===== config.mk =====
export PLATFORM = sky130hd
export DESIGN_NAME = alu_arbiter_flat
export DESIGN_NICKNAME = d
export VERILOG_FILES = /design/src/rtl/alu_arbiter_if.sv /design/src/rtl/alu_arbiter.sv /design/src/flat_wrapper.sv
export SDC_FILE = /design/constraint.sdc
export NUM_CORES = 1
export LEC_CHECK = 0
export CAP_MARGIN = 20
export CORE_AREA = 2 2 123 125
export CTS_BUF_LIST = sky130_fd_sc_hd__clkbuf_4 sky130_fd_sc_hd__clkbuf_8
export DETAILED_ROUTE_END_ITERATION = 8
export DIE_AREA = 0 0 125 127
export PLACE_DENSITY = 0.7
export RECOVER_POWER = 100
export SLEW_MARGIN = 20
export SYNTH_ARGS = -nofsm -noshare
export SYNTH_HDL_FRONTEND = slang
export SYNTH_SLANG_ARGS = --single-unit

===== constraint.sdc =====
create_clock -name clk -period 3.4 [get_ports clk]
set_input_delay 1.02 -clock clk [delete_from_list [all_inputs] [get_ports clk]]
set_output_delay 1.02 -clock clk [all_outputs]
set_load 0.05 [all_outputs]

===== src/rtl/alu_arbiter_if.sv =====
`default_nettype none
// +----------------------------------------------------------------------------+
// | alu_arbiter_if                                                             |
// | Request/response channels of two ALU clients plus the shared ALU32 port.   |
// | Rev 1.0                                                                    |
// +----------------------------------------------------------------------------+
interface alu_arbiter_if #(
    parameter int WIDTH   = 32,
    parameter int OPWIDTH = 6
);
    logic               req0_valid;
    logic               req0_ready;
    logic [OPWIDTH-1:0] req0_op;
    logic [WIDTH-1:0]   req0_in1;
    logic [WIDTH-1:0]   req0_in2;
    logic               req1_valid;
    logic               req1_ready;
    logic [OPWIDTH-1:0] req1_op;
    logic [WIDTH-1:0]   req1_in1;
    logic [WIDTH-1:0]   req1_in2;
    logic               rsp0_valid;
    logic               rsp0_ready;
    logic [WIDTH-1:0]   rsp0_data;
    logic               rsp1_valid;
    logic               rsp1_ready;
    logic [WIDTH-1:0]   rsp1_data;
    logic [OPWIDTH-1:0] alu_op;
    logic [WIDTH-1:0]   alu_in1;
    logic [WIDTH-1:0]   alu_in2;
    logic [WIDTH-1:0]   alu_out;

    modport slave (
        input  req0_valid, req0_op, req0_in1, req0_in2,
        input  req1_valid, req1_op, req1_in1, req1_in2,
        output req0_ready, req1_ready,
        input  rsp0_ready, rsp1_ready,
        output rsp0_valid, rsp0_data, rsp1_valid, rsp1_data,
        output alu_op, alu_in1, alu_in2,
        input  alu_out
    );

    modport master (
        output req0_valid, req0_op, req0_in1, req0_in2,
        output req1_valid, req1_op, req1_in1, req1_in2,
        input  req0_ready, req1_ready,
        output rsp0_ready, rsp1_ready,
        input  rsp0_valid, rsp0_data, rsp1_valid, rsp1_data,
        input  alu_op, alu_in1, alu_in2,
        output alu_out
    );
endinterface
`default_nettype wire


===== src/rtl/alu_arbiter.sv =====
`default_nettype none
// +----------------------------------------------------------------------------+
// | alu_arbiter                                                                |
// | Shares one combinational ALU32 between two requesters, one-entry result   |
// | slot per requester. ALU_ARB_FIXED_PRIO_EN selects fixed priority (req 0). |
// | Rev 1.0                                                                    |
// +----------------------------------------------------------------------------+
module alu_arbiter #(
    parameter int                 WIDTH   = 32,
    parameter int                 OPWIDTH = 6,
    parameter logic [OPWIDTH-1:0] NOP_OP  = '0
) (
    input  logic          clk,
    input  logic          reset,
    alu_arbiter_if.slave  bus
);
    logic             w_elig0;
    logic             w_elig1;
    logic             w_grant0;
    logic             w_grant1;
    logic             r_rsp0_valid;
    logic             r_rsp1_valid;
    logic [WIDTH-1:0] r_rsp0_data;
    logic [WIDTH-1:0] r_rsp1_data;

    // A slot being drained this cycle can accept a new result in the same edge.
    assign w_elig0 = bus.req0_valid && (!r_rsp0_valid || bus.rsp0_ready);
    assign w_elig1 = bus.req1_valid && (!r_rsp1_valid || bus.rsp1_ready);

`ifdef ALU_ARB_FIXED_PRIO_EN
    assign w_grant0 = w_elig0;
    assign w_grant1 = w_elig1 && !w_elig0;
`else
    logic r_last;

    // r_last names the most recent winner; the other side wins a tie.
    assign w_grant0 = w_elig0 && (!w_elig1 || r_last);
    assign w_grant1 = w_elig1 && (!w_elig0 || !r_last);

    always_ff @(posedge clk or negedge reset) begin
        if (!reset) begin
            r_last <= 1'b1;
        end else if (w_grant0) begin
            r_last <= 1'b0;
        end else if (w_grant1) begin
            r_last <= 1'b1;
        end
    end
`endif

    assign bus.req0_ready = w_grant0;
    assign bus.req1_ready = w_grant1;

    always_comb begin
        bus.alu_op  = NOP_OP;
        bus.alu_in1 = '0;
        bus.alu_in2 = '0;
        if (w_grant0) begin
            bus.alu_op  = bus.req0_op;
            bus.alu_in1 = bus.req0_in1;
            bus.alu_in2 = bus.req0_in2;
        end else if (w_grant1) begin
            bus.alu_op  = bus.req1_op;
            bus.alu_in1 = bus.req1_in1;
            bus.alu_in2 = bus.req1_in2;
        end
    end

    always_ff @(posedge clk or negedge reset) begin
        if (!reset) begin
            r_rsp0_valid <= 1'b0;
            r_rsp0_data  <= '0;
            r_rsp1_valid <= 1'b0;
            r_rsp1_data  <= '0;
        end else begin
            if (w_grant0) begin
                r_rsp0_valid <= 1'b1;
                r_rsp0_data  <= bus.alu_out;
            end else if (r_rsp0_valid && bus.rsp0_ready) begin
                r_rsp0_valid <= 1'b0;
            end
            if (w_grant1) begin
                r_rsp1_valid <= 1'b1;
                r_rsp1_data  <= bus.alu_out;
            end else if (r_rsp1_valid && bus.rsp1_ready) begin
                r_rsp1_valid <= 1'b0;
            end
        end
    end

    assign bus.rsp0_valid = r_rsp0_valid;
    assign bus.rsp0_data  = r_rsp0_data;
    assign bus.rsp1_valid = r_rsp1_valid;
    assign bus.rsp1_data  = r_rsp1_data;
endmodule
`default_nettype wire


===== src/flat_wrapper.sv =====
// flat-port wrapper written by rule: the top's interface ports become plain ports
module alu_arbiter_flat 
#(
    parameter int                 WIDTH   = 32,
    parameter int                 OPWIDTH = 6,
    parameter logic [OPWIDTH-1:0] NOP_OP  = '0
)
  (clk, reset, bus_req0_valid, bus_req0_op, bus_req0_in1, bus_req0_in2, bus_req1_valid, bus_req1_op, bus_req1_in1, bus_req1_in2, bus_req0_ready, bus_req1_ready, bus_rsp0_ready, bus_rsp1_ready, bus_rsp0_valid, bus_rsp0_data, bus_rsp1_valid, bus_rsp1_data, bus_alu_op, bus_alu_in1, bus_alu_in2, bus_alu_out);
  alu_arbiter_if #(.WIDTH(WIDTH), .OPWIDTH(OPWIDTH)) bus_i ();
  input  logic clk;
  input  logic reset;
  input wire logic [$bits(bus_i.req0_valid)-1:0] bus_req0_valid;
  input wire logic [$bits(bus_i.req0_op)-1:0] bus_req0_op;
  input wire logic [$bits(bus_i.req0_in1)-1:0] bus_req0_in1;
  input wire logic [$bits(bus_i.req0_in2)-1:0] bus_req0_in2;
  input wire logic [$bits(bus_i.req1_valid)-1:0] bus_req1_valid;
  input wire logic [$bits(bus_i.req1_op)-1:0] bus_req1_op;
  input wire logic [$bits(bus_i.req1_in1)-1:0] bus_req1_in1;
  input wire logic [$bits(bus_i.req1_in2)-1:0] bus_req1_in2;
  output wire logic [$bits(bus_i.req0_ready)-1:0] bus_req0_ready;
  output wire logic [$bits(bus_i.req1_ready)-1:0] bus_req1_ready;
  input wire logic [$bits(bus_i.rsp0_ready)-1:0] bus_rsp0_ready;
  input wire logic [$bits(bus_i.rsp1_ready)-1:0] bus_rsp1_ready;
  output wire logic [$bits(bus_i.rsp0_valid)-1:0] bus_rsp0_valid;
  output wire logic [$bits(bus_i.rsp0_data)-1:0] bus_rsp0_data;
  output wire logic [$bits(bus_i.rsp1_valid)-1:0] bus_rsp1_valid;
  output wire logic [$bits(bus_i.rsp1_data)-1:0] bus_rsp1_data;
  output wire logic [$bits(bus_i.alu_op)-1:0] bus_alu_op;
  output wire logic [$bits(bus_i.alu_in1)-1:0] bus_alu_in1;
  output wire logic [$bits(bus_i.alu_in2)-1:0] bus_alu_in2;
  input wire logic [$bits(bus_i.alu_out)-1:0] bus_alu_out;
  assign bus_i.req0_valid = bus_req0_valid;
  assign bus_i.req0_op = bus_req0_op;
  assign bus_i.req0_in1 = bus_req0_in1;
  assign bus_i.req0_in2 = bus_req0_in2;
  assign bus_i.req1_valid = bus_req1_valid;
  assign bus_i.req1_op = bus_req1_op;
  assign bus_i.req1_in1 = bus_req1_in1;
  assign bus_i.req1_in2 = bus_req1_in2;
  assign bus_req0_ready = bus_i.req0_ready;
  assign bus_req1_ready = bus_i.req1_ready;
  assign bus_i.rsp0_ready = bus_rsp0_ready;
  assign bus_i.rsp1_ready = bus_rsp1_ready;
  assign bus_rsp0_valid = bus_i.rsp0_valid;
  assign bus_rsp0_data = bus_i.rsp0_data;
  assign bus_rsp1_valid = bus_i.rsp1_valid;
  assign bus_rsp1_data = bus_i.rsp1_data;
  assign bus_alu_op = bus_i.alu_op;
  assign bus_alu_in1 = bus_i.alu_in1;
  assign bus_alu_in2 = bus_i.alu_in2;
  assign bus_i.alu_out = bus_alu_out;
  alu_arbiter #(.WIDTH(WIDTH), .OPWIDTH(OPWIDTH), .NOP_OP(NOP_OP)) u_core (.clk(clk), .reset(reset), .bus(bus_i));
endmodule

# After elaboration in Yosys (flattened, before gate mapping)

Cells that the tools add are included.

Flip-flop bits (word level): 67
Output and inout port bits: 138
Input bits: 178
Logic and storage cells: 35

Reduce and logical (&&, ||, !) cells: 18
Mux-type cells: 12

Operators by type and width:

| cell               | count |
|---|---|
| 2-to-1 mux 32 bit  | 4 |
| 2-to-1 mux 6 bit   | 2 |
| logical AND 1 bit  | 6 |
| 2-to-1 mux 1 bit   | 6 |
| nonzero test 2 bit | 3 |
| logical NOT 1 bit  | 5 |
| logical OR 1 bit   | 4 |

# Longest topological paths before layout

Gate-level depths: netlist of the first run.

Depth after elaboration: 8
Mapped depth: 6

# Worst setup path before layout of the first run

No wires, ideal clock.

Path kind: input to output
Start point: in bus_rsp0_ready
End point: out bus_alu_in2[28]
Path buffers: 2
Stages: 5
Data arrival time: 2.646 ns
Slack: -0.266 ns
Path through: nand2b_4 -> o311a_1 -> clkbuf_1 -> clkbuf_1 -> a22o_1

RTL lines:

| item               | line               | RTL |
|---|---|---|
| start: declaration | flat_wrapper.sv:22 | `input wire logic [$bits(bus_i.rsp0_ready)-1:0] bus_rsp0_ready;` |
| logical OR 1 bit   | alu_arbiter.sv:27  | `assign w_elig0 = bus.req0_valid && (!r_rsp0_valid \|\| bus.rsp0_ready);` |
| logical AND 1 bit  | alu_arbiter.sv:27  |  |
| logical AND 1 bit  | alu_arbiter.sv:37  | `assign w_grant0 = w_elig0 && (!w_elig1 \|\| r_last);` |
| via bus_req0_ready | flat_wrapper.sv:20 | `output wire logic [$bits(bus_i.req0_ready)-1:0] bus_req0_ready;` |
| 2-to-1 mux 32 bit  | alu_arbiter.sv:58  | `if (w_grant0) begin` |
| end: declaration   | flat_wrapper.sv:30 | `output wire logic [$bits(bus_i.alu_in2)-1:0] bus_alu_in2;` |

The timed path passes the listed nets, and every way through them passes these cells.

# Worst setup path in the final report of the first run

Start point: in bus_rsp0_ready
End point: out bus_alu_in2[20]

Word-level cells in the longest chain between the ends: 7

Ends and longest elaborated chain:

| item                  | line              | RTL |
|---|---|---|
| logical OR 1 bit (*)  | alu_arbiter.sv:27 |  |
| logical AND 1 bit (*) | alu_arbiter.sv:27 |  |
| logical NOT 1 bit     | alu_arbiter.sv:38 | `assign w_grant1 = w_elig1 && (!w_elig0 \|\| !r_last);` |
| logical OR 1 bit      | alu_arbiter.sv:38 |  |
| logical AND 1 bit     | alu_arbiter.sv:38 |  |
| 2-to-1 mux 32 bit     | alu_arbiter.sv:62 | `end else if (w_grant1) begin` |
| 2-to-1 mux 32 bit (*) | alu_arbiter.sv:58 |  |

Mark *: on every way between the ends. The rest lies on a longest branch, timed or not.

==> results of run 1 <==
[sequential cells by signal, summed over array words and instances (netlist names)]
register / flops
u_core.bus.rsp0_data: 32
u_core.bus.rsp0_valid: 1
u_core.bus.rsp1_data: 32
u_core.bus.rsp1_valid: 1
u_core.r_last: 1
[timing repair]
item | 4_1_cts | 5_1_grt
endpoints found under the hold margin | 0 | 0
hold buffers | 0 | 0
buffers inserted | 4 | 3
cloned | 8 | 1
endpoints found under the setup margin | 71 | 60
pin swaps | 3 | 5
resized for setup | 38 | 15
[area by class of cell]
cell class | count | area (µm²) | share of cell area (%)
Multi-Input combinational cell | 142 | 1680 | 20.7
Inverter | 2 | 7.51 | 0.0924
Sequential cell | 67 | 1680 | 20.7
Timing Repair Buffer | 344 | 4310 | 53.1
Clock inverter | 2 | 35.0 | 0.431
Clock buffer | 12 | 165 | 2.03
Antenna cell | 5 | 12.5 | 0.154
Tap cell | 184 | 230 | 2.83
[where the power goes]
group	leakage, nW	switching (mW)	internal, mW	total, mW
Combinational	2.50	1.79	1.45	3.24
Clock	0.104	0.270	0.389	0.659
Sequential	0.780	0.115	1.01	1.13
[cells in the mapped netlist]
master    instances  area share [%]
dfrtp_1          66              50
o311a_1           1            0.30
buf_4             5             1.1
inv_1             2            0.23
dfstp_2           1            0.80
a22o_1           70              19
buf_2             4            0.61
or2_2             1            0.19
o21ba_2           1            0.30
nor2b_4           1            0.42
a311oi_2          1            0.45
buf_6            12             4.1
clkbuf_1          2            0.23
a31oi_1           1            0.19
nand2b_4          1            0.42
a21o_1            1            0.23
mux2_1            4             1.4
mux2_2           60              20
[worst register-to-register path: stages, from the launching register on]
cell and delay (ps):
dfrtp_1 380, nor2b_4 140, a311oi_4 290, buf_4 160, buf_4 90, clkbuf_1 910, mux2_2 440
[kinds of logic after synthesis]
| group | count (synthesis) | share of synthesized area [%] |
|---|---|---|
| DFF | 67 | 50.8 |
| buffers and inverters | 25 | 6.29 |
| muxes | 64 | 21.8 |
| AOI/OAI and AO/OA | 75 | 20.0 |
| and+or+nand+nor | 3 | 1.02 |
[routing by layer]
metal,wire length [µm],global-route usage (%),share of wire [%]
met1,5480,18.7,34
met2,8630,34.4,54
met3,1440,6.95,8.9
met4,512,10.2,3.2
met5,0,0,0
[how the worst min path moves through the flow]
| stage | end | slack, ps | cells past startpoint |
|---|---|---|---|
| floorplan | u_core.r_last | 520 | 1 |
| global placement | u_core.bus.rsp1_data[7] | 470 | 1 |
| detailed placement | u_core.bus.rsp1_data[7] | 480 | 1 |
| CTS | u_core.bus.rsp1_data[8] | 490 | 1 |
| global route | u_core.bus.rsp1_data[7] | 510 | 1 |
| finish | u_core.bus.rsp1_data[8] | 490 | 1 |
==> results.md, run 1 <==
* # port buffers at 315
* Most frequent cells in the layout: clkdlybuf4s50_1 (238), buf_12 (75), dfrtp_1 (66)
* Leakage power at 3.39 nW
* Relative slew slack at -6.98%
* Worst vdd rail ir drop at 0.000466 V
* Worst-skew pair later-pin latency at 340 ps
* Post-synth cell types at 18
* Initial Utilization at 22.9%
* GRT overflow at 0
* Final setup violation count at 0
* Status: complete, but fails checks
* Power Dens Cells at 618 nW/µm²
* Place WS at -380 ps
* Req. time, crit path at 2380 ps
* Clock root buffer: clkbuf_8
* Reg2reg end: u_core.bus.rsp1_data[17]
* CTS H-tree lvls at 3
* Post-Route WL at 16,100 µm
* First-pass GRT wire length at 22,700 µm
* Post-route cell area at 8120 µm²
* Routed Antenna Nets at 0
* Post-route DRC at 0
* Initial antenna violation count at 5
* Post-Syn Nets at 412
* CTS Buf Count at 9
* Post-placement cell count at 723
* CP Max Fanout at 8
* Final Net Count at 744
* Vias per cell at 4.68
* CP max-delay cell: a311oi_4
* Worst setup EP type: output port
* Hold_sp: u_core.bus.rsp1_data[8]
* Avg Cell Area, Syn at 14.1 µm²
* Core region area at 14,400 µm²
* R2R Setup Slk at 880 ps
* Number of global-route vias before repair at 3,822
* Worst hold path type: flip-flop to flip-flop
* Worst slew pin tran at 1600 ps
* Die Ht at 127 µm
* WL/cell at 21.2 µm
* MaxCap Viol Count at 1
* Final Non-Filler Cells at 758
* Die Area at 15,900 µm²
* Drt pass-1 iters at 4
* Final core occ at 56.3%
* Gate Count Post-Synth at 234
* Overall Global Routing Usage at 18.9%
* Critical Path Stages at 8
* Filler cell count in the final layout at 1,133
* Share of layout cells above drive strength 1 at 38.3%
* #FFs+latches synth at 67
* Final min period at 3390 ps
* Total clock sinks at 67
* Final Max Slew Viols at 68
* Clk buf depth at 2
* Num ports at 316
* Critical path class: primary input to output port
* Final Hold Fails at 0
* Synth Cell Area at 3300 µm²
* Placed cell area at 7360 µm²
* Final WS setup at 13.7 ps
* Post-DP HPWL at 11,700 µm
* Largest net degree at the start of global routing at 68
* Sequential fraction of the synthesis area at 50.8%
* Max stage delay on crit path at 320 ps
* Final setup TNS at 0 ps
* CP cell instances: buf_6 -> nand2b_4 -> a311oi_4 -> buf_6 -> buf_12 -> buf_16 -> a22o_1 -> buf_12
* Clock transition at path regs at 60 ps
* CP Launch Type: primary input
* Setup Skew at 3.45 ps
* Critical Path End: bus_alu_in2[20]
* CTS tree: built
* FMAX at 295 MHz
* Rows at 44
* Final critical-path share of the clock period at 99.6%
* CP Buf/Inv Count at 5
* Largest delay share family, worst path: buffers and inverters
* Die width at 125 µm
* RR Startpoint: u_core.bus.rsp1_valid
* Most common cell after layout, fill and taps aside: clkdlybuf4s50_1
* Via count at 3,546
* R2R cell count at 6
* YS warnings at 0
* CP arrival at 2370 ps
* Failing checks: capacitance limit, slew limit
* Initial DRC count at 119
* Area Growth Syn to Fin at 146%
* Hold Slack at 486 ps
* GPL Wtd Cong at 0.967
* Worst setup path startpoint: bus_rsp0_ready
* Final Power at 5.02 mW
Note: power is estimated with default switching activity, not from simulation.
==> run 2, diff against run 1 <==
TNS_END_PERCENT = 5   (was not set)
==> results.md, run 2 (synthesized netlist as in run 1, its figures left out) <==
* Drt pass-1 iters at 4
* MaxCap Viol Count at 1
* Placed cell area at 7490 µm²
* Final min period at 3400 ps
* Via count at 3,564
* Critical path class: primary input to output port
* Die Ht at 127 µm
* GRT overflow at 0
* CP arrival at 2380 ps
* Most frequent cells in the layout: clkdlybuf4s50_1 (172), buf_12 (67), dlygate4sd3_1 (66), dfrtp_1 (66)
* Clock transition at path regs at 70 ps
* Most common cell after layout, fill and taps aside: clkdlybuf4s50_1
* R2R cell count at 5
* Final setup TNS at -1.16 ps
* Post-DP HPWL at 13,000 µm
* Initial antenna violation count at 6
* Initial DRC count at 160
* RR Startpoint: u_core.bus.rsp0_valid
* Final core occ at 54.0%
* Worst vdd rail ir drop at 0.000481 V
* CTS tree: built
* Worst setup EP type: output port
* CTS Buf Count at 9
* Num ports at 316
* Post-Route WL at 16,000 µm
* Hold_sp: u_core.bus.rsp1_data[7]
* Clk buf depth at 2
* Cts hold-fix bufs at 0
* Largest delay share family, worst path: buffers and inverters
* Rows at 44
* Leakage power at 3.27 nW
* Final Hold Fails at 0
* Relative slew slack at -38.3%
* Largest net degree at the start of global routing at 41
* RSZ-0062 raised after global routing: true
* Share of layout cells above drive strength 1 at 34.9%
* Number of global-route vias before repair at 3,947
* Vias per cell at 4.62
* CP cell instances: clkdlybuf4s15_2 -> a311oi_4 -> buf_4 -> bufbuf_16 -> a22o_4 -> buf_12
* R2R Setup Slk at 800 ps
* Reg2reg end: u_core.bus.rsp0_data[20]
* Worst Hold Endpoint: u_core.bus.rsp1_data[7]
* Worst Hold Depth at 1
* Req. time, crit path at 2380 ps
* Power Dens Cells at 621 nW/µm²
* CTS H-tree lvls at 3
* Worst-skew pair later-pin latency at 340 ps
* Die Area at 15,900 µm²
* Final WS setup at -1.16 ps
* Final critical-path share of the clock period at 100%
* Hold Slack at 490 ps
* Failing checks: capacitance limit, slew limit, setup timing
* Max stage delay on crit path at 340 ps
* Clock root buffer: clkbuf_8
* Post-route DRC at 0
* Routed Antenna Nets at 0
* CP Buf/Inv Count at 4
* GPL Wtd Cong at 0.939
* CP Max Fanout at 7
* Initial Utilization at 22.9%
* Overall Global Routing Usage at 19.2%
* CP Launch Type: primary input
* # port buffers at 315
* Setup Skew at 6.68 ps
* Worst slew pin tran at 2070 ps
* First-pass GRT wire length at 23,500 µm
* CP max-delay cell: a311oi_4
* Critical Path Stages at 6
* WL/cell at 20.7 µm
* Final Net Count at 754
* Final setup violation count at 1
* Final Max Slew Viols at 41
* Status: complete, but fails checks
* Worst hold path type: flip-flop to flip-flop
* FMAX at 294 MHz
* Die width at 125 µm
* Total clock sinks at 67
* Area Growth Syn to Fin at 136%
* Core region area at 14,400 µm²
* Post-route cell area at 7790 µm²
==> run 2: cell types whose count changed in the layout (fill, tap and decap cells not counted), sizes merged <==
cell and change:
clkinvlp +2, clkbuf +6, clkinv -1, bufbuf +1
dlygate4sd3 +66, buf +3, clkdlybuf4s50 -66, diode +2
clkdlybuf4s15 +1
==> run 2: final cells by class <==
type	instances	area (µm²)
diodes	7	17.5
multi-input cells	142	1520
clock inverters	3	45.0
well taps	184	230
inverters	2	7.51
fillers	1206	6630
clock buffers	13	173
repair buffers	354	4120
flip-flops and latches	67	1680
==> run 2: worst register-to-register path: stages (launching register included) <==
cell and delay, ps:
dfrtp_1 430, nand2b_4 100, buf_4 120, o311a_4 270, clkbuf_1 1090, mux2_2 470
==> run 2: worst max path at each step <==
stage / slack (ps) / startpoint / end
after global placement: -280 / bus_rsp0_ready / bus_alu_in1[27]
after floorplan: -40 / bus_rsp0_ready / bus_alu_in2[28]
final: -1 / bus_req0_valid / bus_alu_in2[9]
after CTS: -30 / bus_rsp0_ready / bus_alu_in2[18]
after global routing: -20 / bus_req1_valid / bus_alu_in2[9]
after detailed placement: -330 / bus_req1_valid / bus_alu_in2[20]
==> run 2: through the flow <==
stage / worst slack (ps) / power, mW / instances
floorplan: -40.4 / 2.81 / 234
global placement: -277 / 4.18 / 737
detailed placement: -327 / 4.23 / 737
CTS: -26.3 / 5.05 / 768
global route: -19.8 / 5.02 / 772
finish: -1.16 / 4.84 / 772
==> run 2: per-layer routing <==
layer | part of all wire [%] | wire length, µm | GRT usage [%] | vias to the layer above
met3 | 7.1 | 1130 | 5.36 | 30
li1 | - | - | - | 1602
met1 | 37 | 5850 | 21.0 | 1748
met4 | 3.1 | 493 | 8.43 | 0
met5 | 0 | 0 | 0 | -
met2 | 53 | 8510 | 35.0 | 184
==> run 2: power breakdown <==
part,internal (mW),switching (mW)
clock network,0.407,0.299
logic,1.27,1.74
registers,1.01,0.108
total,2.68,2.15
==> run 2: timing repair <==
action                     4_1_cts  5_1_grt
resized for setup               39        3
pin swaps                        4        5
setup endpoints to repair       72       42
setup buffers                   13        0
cloned                           2        0
